<file path="src/rtl/otn_frame_pkg.sv">
// Shared OTN framing constants, FSM encodings and the CRC-8 byte step
// used by both the mapper and the receiver.
package otn_frame_pkg;

  localparam logic [7:0] FAS0_BYTE    = 8'hF6;
  localparam logic [7:0] FAS1_BYTE    = 8'h28;
  localparam logic [7:0] ACK_BYTE     = 8'h06;
  localparam logic [7:0] NAK_BYTE     = 8'h15;
  localparam logic [7:0] CRC_POLY     = 8'h07;
  // CRC-8 of payload bytes 0x01..0x10 (16 bytes)
  localparam logic [7:0] CRC_TEST_VEC = 8'hB0;

  typedef enum logic [1:0] {HUNT, FAS1, PYLD, CHK} frame_state_t;
  typedef enum logic [1:0] {RX_IDLE, RX_START, RX_DATA, RX_STOP} rx_state_t;
  typedef enum logic {TX_IDLE, TX_SEND} tx_state_t;

  function automatic logic [7:0] crc8_byte(input logic [7:0] crc, input logic [7:0] data);
    logic [7:0] c;
    c = crc ^ data;
    for (int unsigned i = 0; i < 8; i++) begin
      c = c[7] ? ((c << 1) ^ CRC_POLY) : (c << 1);
    end
    return c;
  endfunction

endpackage

</file>
<file path="src/rtl/otn_frame_receiver_line_byte_uart.sv">
// Generic 8N1 byte serdes: independent RX and TX halves sharing one bit-rate
// parameter, so the same block serves as line receiver and ack transmitter.
module line_byte_uart
  import otn_frame_pkg::*;
#(
  parameter int unsigned CLKS_PER_BIT = 868
) (
  input  logic       clk,
  input  logic       rst,
  input  logic       rx_line,
  output logic [7:0] rx_byte,
  output logic       rx_vld,
  output logic       rx_err,
  input  logic       tx_req,
  input  logic [7:0] tx_byte,
  output logic       tx_line,
  output logic       tx_busy
);

  localparam int unsigned CW = $clog2(CLKS_PER_BIT);
  localparam logic [CW-1:0] LAST = CW'(CLKS_PER_BIT - 1);
  localparam logic [CW-1:0] HALF = CW'(CLKS_PER_BIT / 2 - 1);

  logic [1:0]    sync;
  logic          prev;
  logic          s;
  rx_state_t     rx_st, rx_st_n;
  logic [CW-1:0] rx_cnt, rx_cnt_n;
  logic [2:0]    rx_idx, rx_idx_n;
  logic [7:0]    rx_sh, rx_sh_n, rx_byte_n;
  logic          rx_vld_n, rx_err_n;

  tx_state_t     tx_st, tx_st_n;
  logic [CW-1:0] tx_cnt, tx_cnt_n;
  logic [3:0]    tx_nbit, tx_nbit_n;
  logic [9:0]    tx_frm, tx_frm_n;
  logic          tx_line_n;

  assign s       = sync[1];
  assign tx_busy = (tx_st == TX_SEND);

  always_ff @(posedge clk) begin
    if (rst) begin
      sync    <= '1;
      prev    <= 1'b1;
      rx_st   <= RX_IDLE;
      rx_cnt  <= '0;
      rx_idx  <= '0;
      rx_sh   <= '0;
      rx_byte <= '0;
      rx_vld  <= 1'b0;
      rx_err  <= 1'b0;
      tx_st   <= TX_IDLE;
      tx_cnt  <= '0;
      tx_nbit <= '0;
      tx_frm  <= '1;
      tx_line <= 1'b1;
    end else begin
      sync    <= {sync[0], rx_line};
      prev    <= s;
      rx_st   <= rx_st_n;
      rx_cnt  <= rx_cnt_n;
      rx_idx  <= rx_idx_n;
      rx_sh   <= rx_sh_n;
      rx_byte <= rx_byte_n;
      rx_vld  <= rx_vld_n;
      rx_err  <= rx_err_n;
      tx_st   <= tx_st_n;
      tx_cnt  <= tx_cnt_n;
      tx_nbit <= tx_nbit_n;
      tx_frm  <= tx_frm_n;
      tx_line <= tx_line_n;
    end
  end

  always_comb begin
    rx_st_n   = rx_st;
    rx_cnt_n  = rx_cnt;
    rx_idx_n  = rx_idx;
    rx_sh_n   = rx_sh;
    rx_byte_n = rx_byte;
    rx_vld_n  = 1'b0;
    rx_err_n  = 1'b0;
    case (rx_st)
      RX_IDLE: begin
        if (prev && !s) begin
          rx_cnt_n = '0;
          rx_st_n  = RX_START;
        end
      end
      RX_START: begin
        if (rx_cnt == HALF) begin
          rx_cnt_n = '0;
          if (s) begin
            rx_err_n = 1'b1;
            rx_st_n  = RX_IDLE;
          end else begin
            rx_idx_n = '0;
            rx_st_n  = RX_DATA;
          end
        end else begin
          rx_cnt_n = rx_cnt + 1'b1;
        end
      end
      RX_DATA: begin
        if (rx_cnt == LAST) begin
          rx_cnt_n = '0;
          rx_sh_n  = {s, rx_sh[7:1]};
          if (rx_idx == 3'd7) rx_st_n = RX_STOP;
          else                rx_idx_n = rx_idx + 1'b1;
        end else begin
          rx_cnt_n = rx_cnt + 1'b1;
        end
      end
      RX_STOP: begin
        if (rx_cnt == LAST) begin
          rx_cnt_n = '0;
          rx_st_n  = RX_IDLE;
          if (s) begin
            rx_vld_n  = 1'b1;
            rx_byte_n = rx_sh;
          end else begin
            rx_err_n = 1'b1;
          end
        end else begin
          rx_cnt_n = rx_cnt + 1'b1;
        end
      end
      default: rx_st_n = RX_IDLE;
    endcase
  end

  // TX shifts a {stop, data, start} frame out LSB-first; requests are only
  // accepted while idle.
  always_comb begin
    tx_st_n   = tx_st;
    tx_cnt_n  = tx_cnt;
    tx_nbit_n = tx_nbit;
    tx_frm_n  = tx_frm;
    case (tx_st)
      TX_IDLE: begin
        if (tx_req) begin
          tx_frm_n  = {1'b1, tx_byte, 1'b0};
          tx_cnt_n  = '0;
          tx_nbit_n = '0;
          tx_st_n   = TX_SEND;
        end
      end
      TX_SEND: begin
        if (tx_cnt == LAST) begin
          tx_cnt_n = '0;
          if (tx_nbit == 4'd9) begin
            tx_st_n = TX_IDLE;
          end else begin
            tx_frm_n  = {1'b1, tx_frm[9:1]};
            tx_nbit_n = tx_nbit + 1'b1;
          end
        end else begin
          tx_cnt_n = tx_cnt + 1'b1;
        end
      end
      default: tx_st_n = TX_IDLE;
    endcase
    tx_line_n = (tx_st_n == TX_SEND) ? tx_frm_n[0] : 1'b1;
  end

endmodule

</file>
<file path="src/rtl/otn_frame_receiver.sv">
// OTN line receiver: deserialises 8N1 bytes, hunts FAS, streams payload,
// checks the trailing CRC-8 and optionally returns ACK/NAK on the ack line.
module otn_frame_receiver
  import otn_frame_pkg::*;
#(
  parameter int unsigned CLKS_PER_BIT = 868,
  parameter int unsigned PYLD_BYTES   = 16,
  parameter int unsigned TIMEOUT_CYC  = 1 << 20
) (
  input  logic       i_clk,
  input  logic       i_rst,
  input  logic       i_otn_rx_data,
  output logic       o_otn_tx_ack,
  input  logic       i_arq_en,
  output logic [7:0] o_pyld_data,
  output logic       o_pyld_valid,
  output logic       o_frame_good,
  output logic       o_frame_bad,
  output logic       o_line_err,
  output logic [7:0] o_crc_val
);

  localparam int unsigned PCW = $clog2(PYLD_BYTES + 1);
  localparam int unsigned TCW = $clog2(TIMEOUT_CYC + 1);
  localparam logic [PCW-1:0] PLAST = PCW'(PYLD_BYTES - 1);
  localparam logic [TCW-1:0] TLAST = TCW'(TIMEOUT_CYC - 1);

  logic [7:0]     rx_byte;
  logic           byte_vld, rx_err;
  logic           ack_busy;
  logic           rx_tx_line_unused, rx_tx_busy_unused;
  logic [7:0]     tx_rx_byte_unused;
  logic           tx_rx_vld_unused, tx_rx_err_unused;

  frame_state_t   state, state_n;
  logic [PCW-1:0] pcnt, pcnt_n;
  logic [TCW-1:0] tmo, tmo_n;
  logic [7:0]     crc, crc_n, crc_val, crc_val_n;
  logic           good, good_n, bad, bad_n;
  logic           ack_req, ack_req_n;
  logic [7:0]     ack_byte, ack_byte_n;
  logic           emitted, abort, match;

  line_byte_uart #(.CLKS_PER_BIT(CLKS_PER_BIT)) u_rx (
    .clk     (i_clk),
    .rst     (i_rst),
    .rx_line (i_otn_rx_data),
    .rx_byte (rx_byte),
    .rx_vld  (byte_vld),
    .rx_err  (rx_err),
    .tx_req  (1'b0),
    .tx_byte (8'h00),
    .tx_line (rx_tx_line_unused),
    .tx_busy (rx_tx_busy_unused)
  );

  line_byte_uart #(.CLKS_PER_BIT(CLKS_PER_BIT)) u_tx (
    .clk     (i_clk),
    .rst     (i_rst),
    .rx_line (1'b1),
    .rx_byte (tx_rx_byte_unused),
    .rx_vld  (tx_rx_vld_unused),
    .rx_err  (tx_rx_err_unused),
    .tx_req  (ack_req),
    .tx_byte (ack_byte),
    .tx_line (o_otn_tx_ack),
    .tx_busy (ack_busy)
  );

  assign o_pyld_data  = rx_byte;
  assign o_pyld_valid = byte_vld && (state == PYLD);
  assign o_frame_good = good;
  assign o_frame_bad  = bad;
  assign o_line_err   = rx_err;
  assign o_crc_val    = crc_val;

  always_ff @(posedge i_clk) begin
    if (i_rst) begin
      state    <= HUNT;
      pcnt     <= '0;
      tmo      <= '0;
      crc      <= '0;
      crc_val  <= '0;
      good     <= 1'b0;
      bad      <= 1'b0;
      ack_req  <= 1'b0;
      ack_byte <= '0;
    end else begin
      state    <= state_n;
      pcnt     <= pcnt_n;
      tmo      <= tmo_n;
      crc      <= crc_n;
      crc_val  <= crc_val_n;
      good     <= good_n;
      bad      <= bad_n;
      ack_req  <= ack_req_n;
      ack_byte <= ack_byte_n;
    end
  end

  // An abort only reports a bad frame once payload has reached the sink.
  always_comb begin
    state_n    = state;
    pcnt_n     = pcnt;
    crc_n      = crc;
    crc_val_n  = crc_val;
    tmo_n      = '0;
    good_n     = 1'b0;
    bad_n      = 1'b0;
    ack_req_n  = 1'b0;
    ack_byte_n = ack_byte;
    match      = (rx_byte == crc);
    emitted    = (state == CHK) || ((state == PYLD) && (pcnt != '0));
    abort      = (state != HUNT) && (rx_err || ((tmo == TLAST) && !byte_vld));
    if (state != HUNT) tmo_n = byte_vld ? '0 : tmo + 1'b1;
    if (abort) begin
      state_n = HUNT;
      tmo_n   = '0;
      if (emitted) begin
        bad_n      = 1'b1;
        ack_req_n  = i_arq_en;
        ack_byte_n = NAK_BYTE;
      end
    end else if (byte_vld) begin
      case (state)
        HUNT: if (rx_byte == FAS0_BYTE) state_n = FAS1;
        FAS1: begin
          if (rx_byte == FAS1_BYTE) begin
            state_n = PYLD;
            crc_n   = '0;
            pcnt_n  = '0;
          end else if (rx_byte != FAS0_BYTE) begin
            state_n = HUNT;
          end
        end
        PYLD: begin
          crc_n  = crc8_byte(crc, rx_byte);
          pcnt_n = pcnt + 1'b1;
          if (pcnt == PLAST) state_n = CHK;
        end
        CHK: begin
          crc_val_n  = crc;
          good_n     = match;
          bad_n      = !match;
          ack_req_n  = i_arq_en;
          ack_byte_n = match ? ACK_BYTE : NAK_BYTE;
          state_n    = HUNT;
        end
        default: state_n = HUNT;
      endcase
    end
  end

  ack_overlap: assert property (@(posedge i_clk) disable iff (i_rst) !(ack_req && ack_busy));

endmodule

</file>
<file path="config.mk">
export PLATFORM = sky130hd
export DESIGN_NAME = otn_frame_receiver
export DESIGN_NICKNAME = d
export VERILOG_FILES = /design/src/rtl/otn_frame_pkg.sv /design/src/rtl/otn_frame_receiver_line_byte_uart.sv /design/src/rtl/otn_frame_receiver.sv
export SDC_FILE = /design/constraint.sdc
export NUM_CORES = 1
export LEC_CHECK = 0
export CAP_MARGIN = 30
export CORE_MARGIN = 4
export CORE_UTILIZATION = 43
export CTS_CLUSTER_DIAMETER = 50
export DETAILED_ROUTE_END_ITERATION = 10
export SYNTH_ARGS = -nofsm -noshare
export SYNTH_HDL_FRONTEND = slang
export SYNTH_HIERARCHICAL = 1
export SYNTH_SLANG_ARGS = --single-unit
</file>
<file path="constraint.sdc">
create_clock -name i_clk -period 3.3 [get_ports i_clk]
set_clock_uncertainty 0.15 [all_clocks]
set_input_delay 0.825 -clock i_clk [delete_from_list [all_inputs] [get_ports i_clk]]
set_output_delay 0.825 -clock i_clk [all_outputs]
set_load 0.02 [all_outputs]
</file>
==> flow_summary.ini <==
[status]
status = finished, final reports clean

[layout]
drive_above_1_share = 0.0648
num-fill-cells = 1187
final_nets = 634
n_antenna_cell = 0
syn_to_final_growth_pct = 12.2

[global_route]
antenna_found_initial = 0
grt_overflow = 0
first_global_vias = 4035
grt_max_degree = 86
grt_pass1_wl_um = 18500
grt.total_usage = 0.154

[worst_hold_path]
holdPathStages = 1
hp-class = flop to flop
min_to = u_rx/sync[1]
min_from = u_rx/sync[0]

[sta]
worstMarginPinSlew_ns = 0.916
slew_headroom = 0.385
finalMaxSlewViolations = 0
setup_viol = 0
hold_viol_final = 0
period_share = 0.865
tns_ns = 0
max_clock_freq_ghz = 0.350
setup_ws_ns = 0.445
rsz0062_at_grt = no
min_period_ns = 2.85

[worst_setup_path]
worstSetupPathType = flop to output port
crit_chain = inv_1 > ha_1 > inv_1 > nor2_1 > clkdlybuf4s50_1
arrival_ns = 1.88
r2r_end = pcnt[3]
reg2reg_from = u_rx/rx_byte[2]
path_delay_family = buffers and inverters
ff2ff_path_depth = 5
cp_common_cell = inv_1
critPathSlowestCell = clkdlybuf4s50_1
worstPathMaxFanout = 8
endpoint_kind = output port
startpoint_type = flop
regToRegSetupSlack_ns = 0.65
slowest_delay_ns = 0.54
worstPathRequired_ns = 2.32
path_buf_inv = 3

[clock_network]
cts_buffer_depth = 2
clkTransAtPathRegs_ns = 0.07
cts.sinks = 112
post_cts.repair.setup_buffers = 0
postCtsHoldBufs = 0
cts_resized = 0
htree_levels = 3
clkLatencyLatePin_ns = 0.35
root_buffer = clkbuf_16
cts_tree = done
numCtsBuffers = 9

[pwr]
power.density_nw_per_um2 = 411
ir_drop_mv = 0.410
p_leak_nw = 2.07

[synth]
syn-mean-instance-area_um2 = 8.95
syn_area_um2 = 5380
synth_cells = 601
yosys_warnings = 6

[drt]
drt_wl_total_um = 10700
antenna_left = 0
wl_per_cell_um = 13.6
drt-initial-drc-count = 309
route.detailed.drc = 0
num_vias = 4269
drt_pass1_iterations = 4
vias_per_cell = 5.44

[floorplanning]
die_h_um = 120
fp.dieArea_um2 = 14400
start_util = 0.444
core_area_um2 = 12100
ioPinCount = 25
fp.dieW_um = 120
row_count = 40

[place]
gp_congestion = 0.850
port_buffers = 24
place_ws_ns = 0.655
hpwlAfterDp_um = 7390

[flow_run]
drv_cap = 0
## worst max-delay path by stage
stage	start	end	slack (ns)	cells past startpoint
6_report	state[0]	o_pyld_valid	0.45	5
3_5_place_dp	u_tx/tx_cnt[0]	u_tx/tx_frm[4]	0.66	5
3_3_place_gp	u_rx/rx_byte[2]	pcnt[3]	0.69	5
2_1_floorplan	u_rx/rx_byte[2]	pcnt[3]	0.84	5
5_1_grt	state[0]	o_pyld_valid	0.35	5
4_1_cts	state[0]	o_pyld_valid	0.45	5
## final cells by class
class                   instances  area, µm²  area share
clock buffers                  10        239      0.0396
clock inverters                 6       43.8     0.00725
inverters                      22       82.6      0.0137
multi-input cells             437       2930       0.485
flip-flops and latches        112       2240       0.371
well taps                     168        210      0.0348
repair buffers                 30        293      0.0485
## per-stage QoR
| step | total power, mW | utilization | cells | hold slack [ns] | cell area (µm²) |
|---|---|---|---|---|---|
| after floorplan | 1.46 | - | 604 | 0.239 | 5390 |
| after global placement | 1.48 | 0.475 | 769 | 0.249 | 5760 |
| after detailed placement | 1.48 | 0.475 | 769 | 0.252 | 5760 |
| after CTS | 2.53 | 0.499 | 785 | 0.268 | 6040 |
| after global routing | 2.60 | 0.499 | 785 | 0.288 | 6040 |
| final | 2.48 | 0.499 | 785 | 0.264 | 6040 |
## where the power goes
group          internal [mW]  switching [mW]  leakage (nW)
Combinational         0.0291          0.0462          1.04
Sequential              1.36          0.0131         0.903
Clock                  0.535           0.495         0.132
## state kept, by name (all words and copies together), names as in the netlist, 4 cells and up, named ones only
signal / count
crc: 8
o_crc_val: 8
pcnt: 5
tmo: 21
u_rx/rx_byte: 8
u_rx/rx_cnt: 10
u_rx/rx_sh: 8
u_tx/tx_cnt: 10
u_tx/tx_frm: 10
u_tx/tx_nbit: 4
## cells in the final DEF, fill, tap and decap left out, types with 6 or more instances in the layout
master	n
or4_1	6
and3_1	12
inv_1	21
dfxtp_1	112
nand3_1	28
xnor2_1	27
a21oi_1	28
mux2i_1	28
nand2b_1	6
nor3_1	10
nor2_1	62
clkdlybuf4s50_1	23
clkbuf_16	9
nand4_1	6
and2_1	6
nor4_1	8
a21o_1	10
nand2_1	48
a311oi_1	9
ha_1	18
a221o_1	8
o21ai_0	15
xor2_1	14
## routing by layer
metal / global-route usage / up-vias / share of wire
met5: 0 / - / 0
met4: 0.0451 / 0 / 0.010
met3: 0.0429 / 8 / 0.039
met2: 0.255 / 58 / 0.47
met1: 0.196 / 2030 / 0.48
li1: - / 2173 / -
Power figures use the tool's default switching activity.
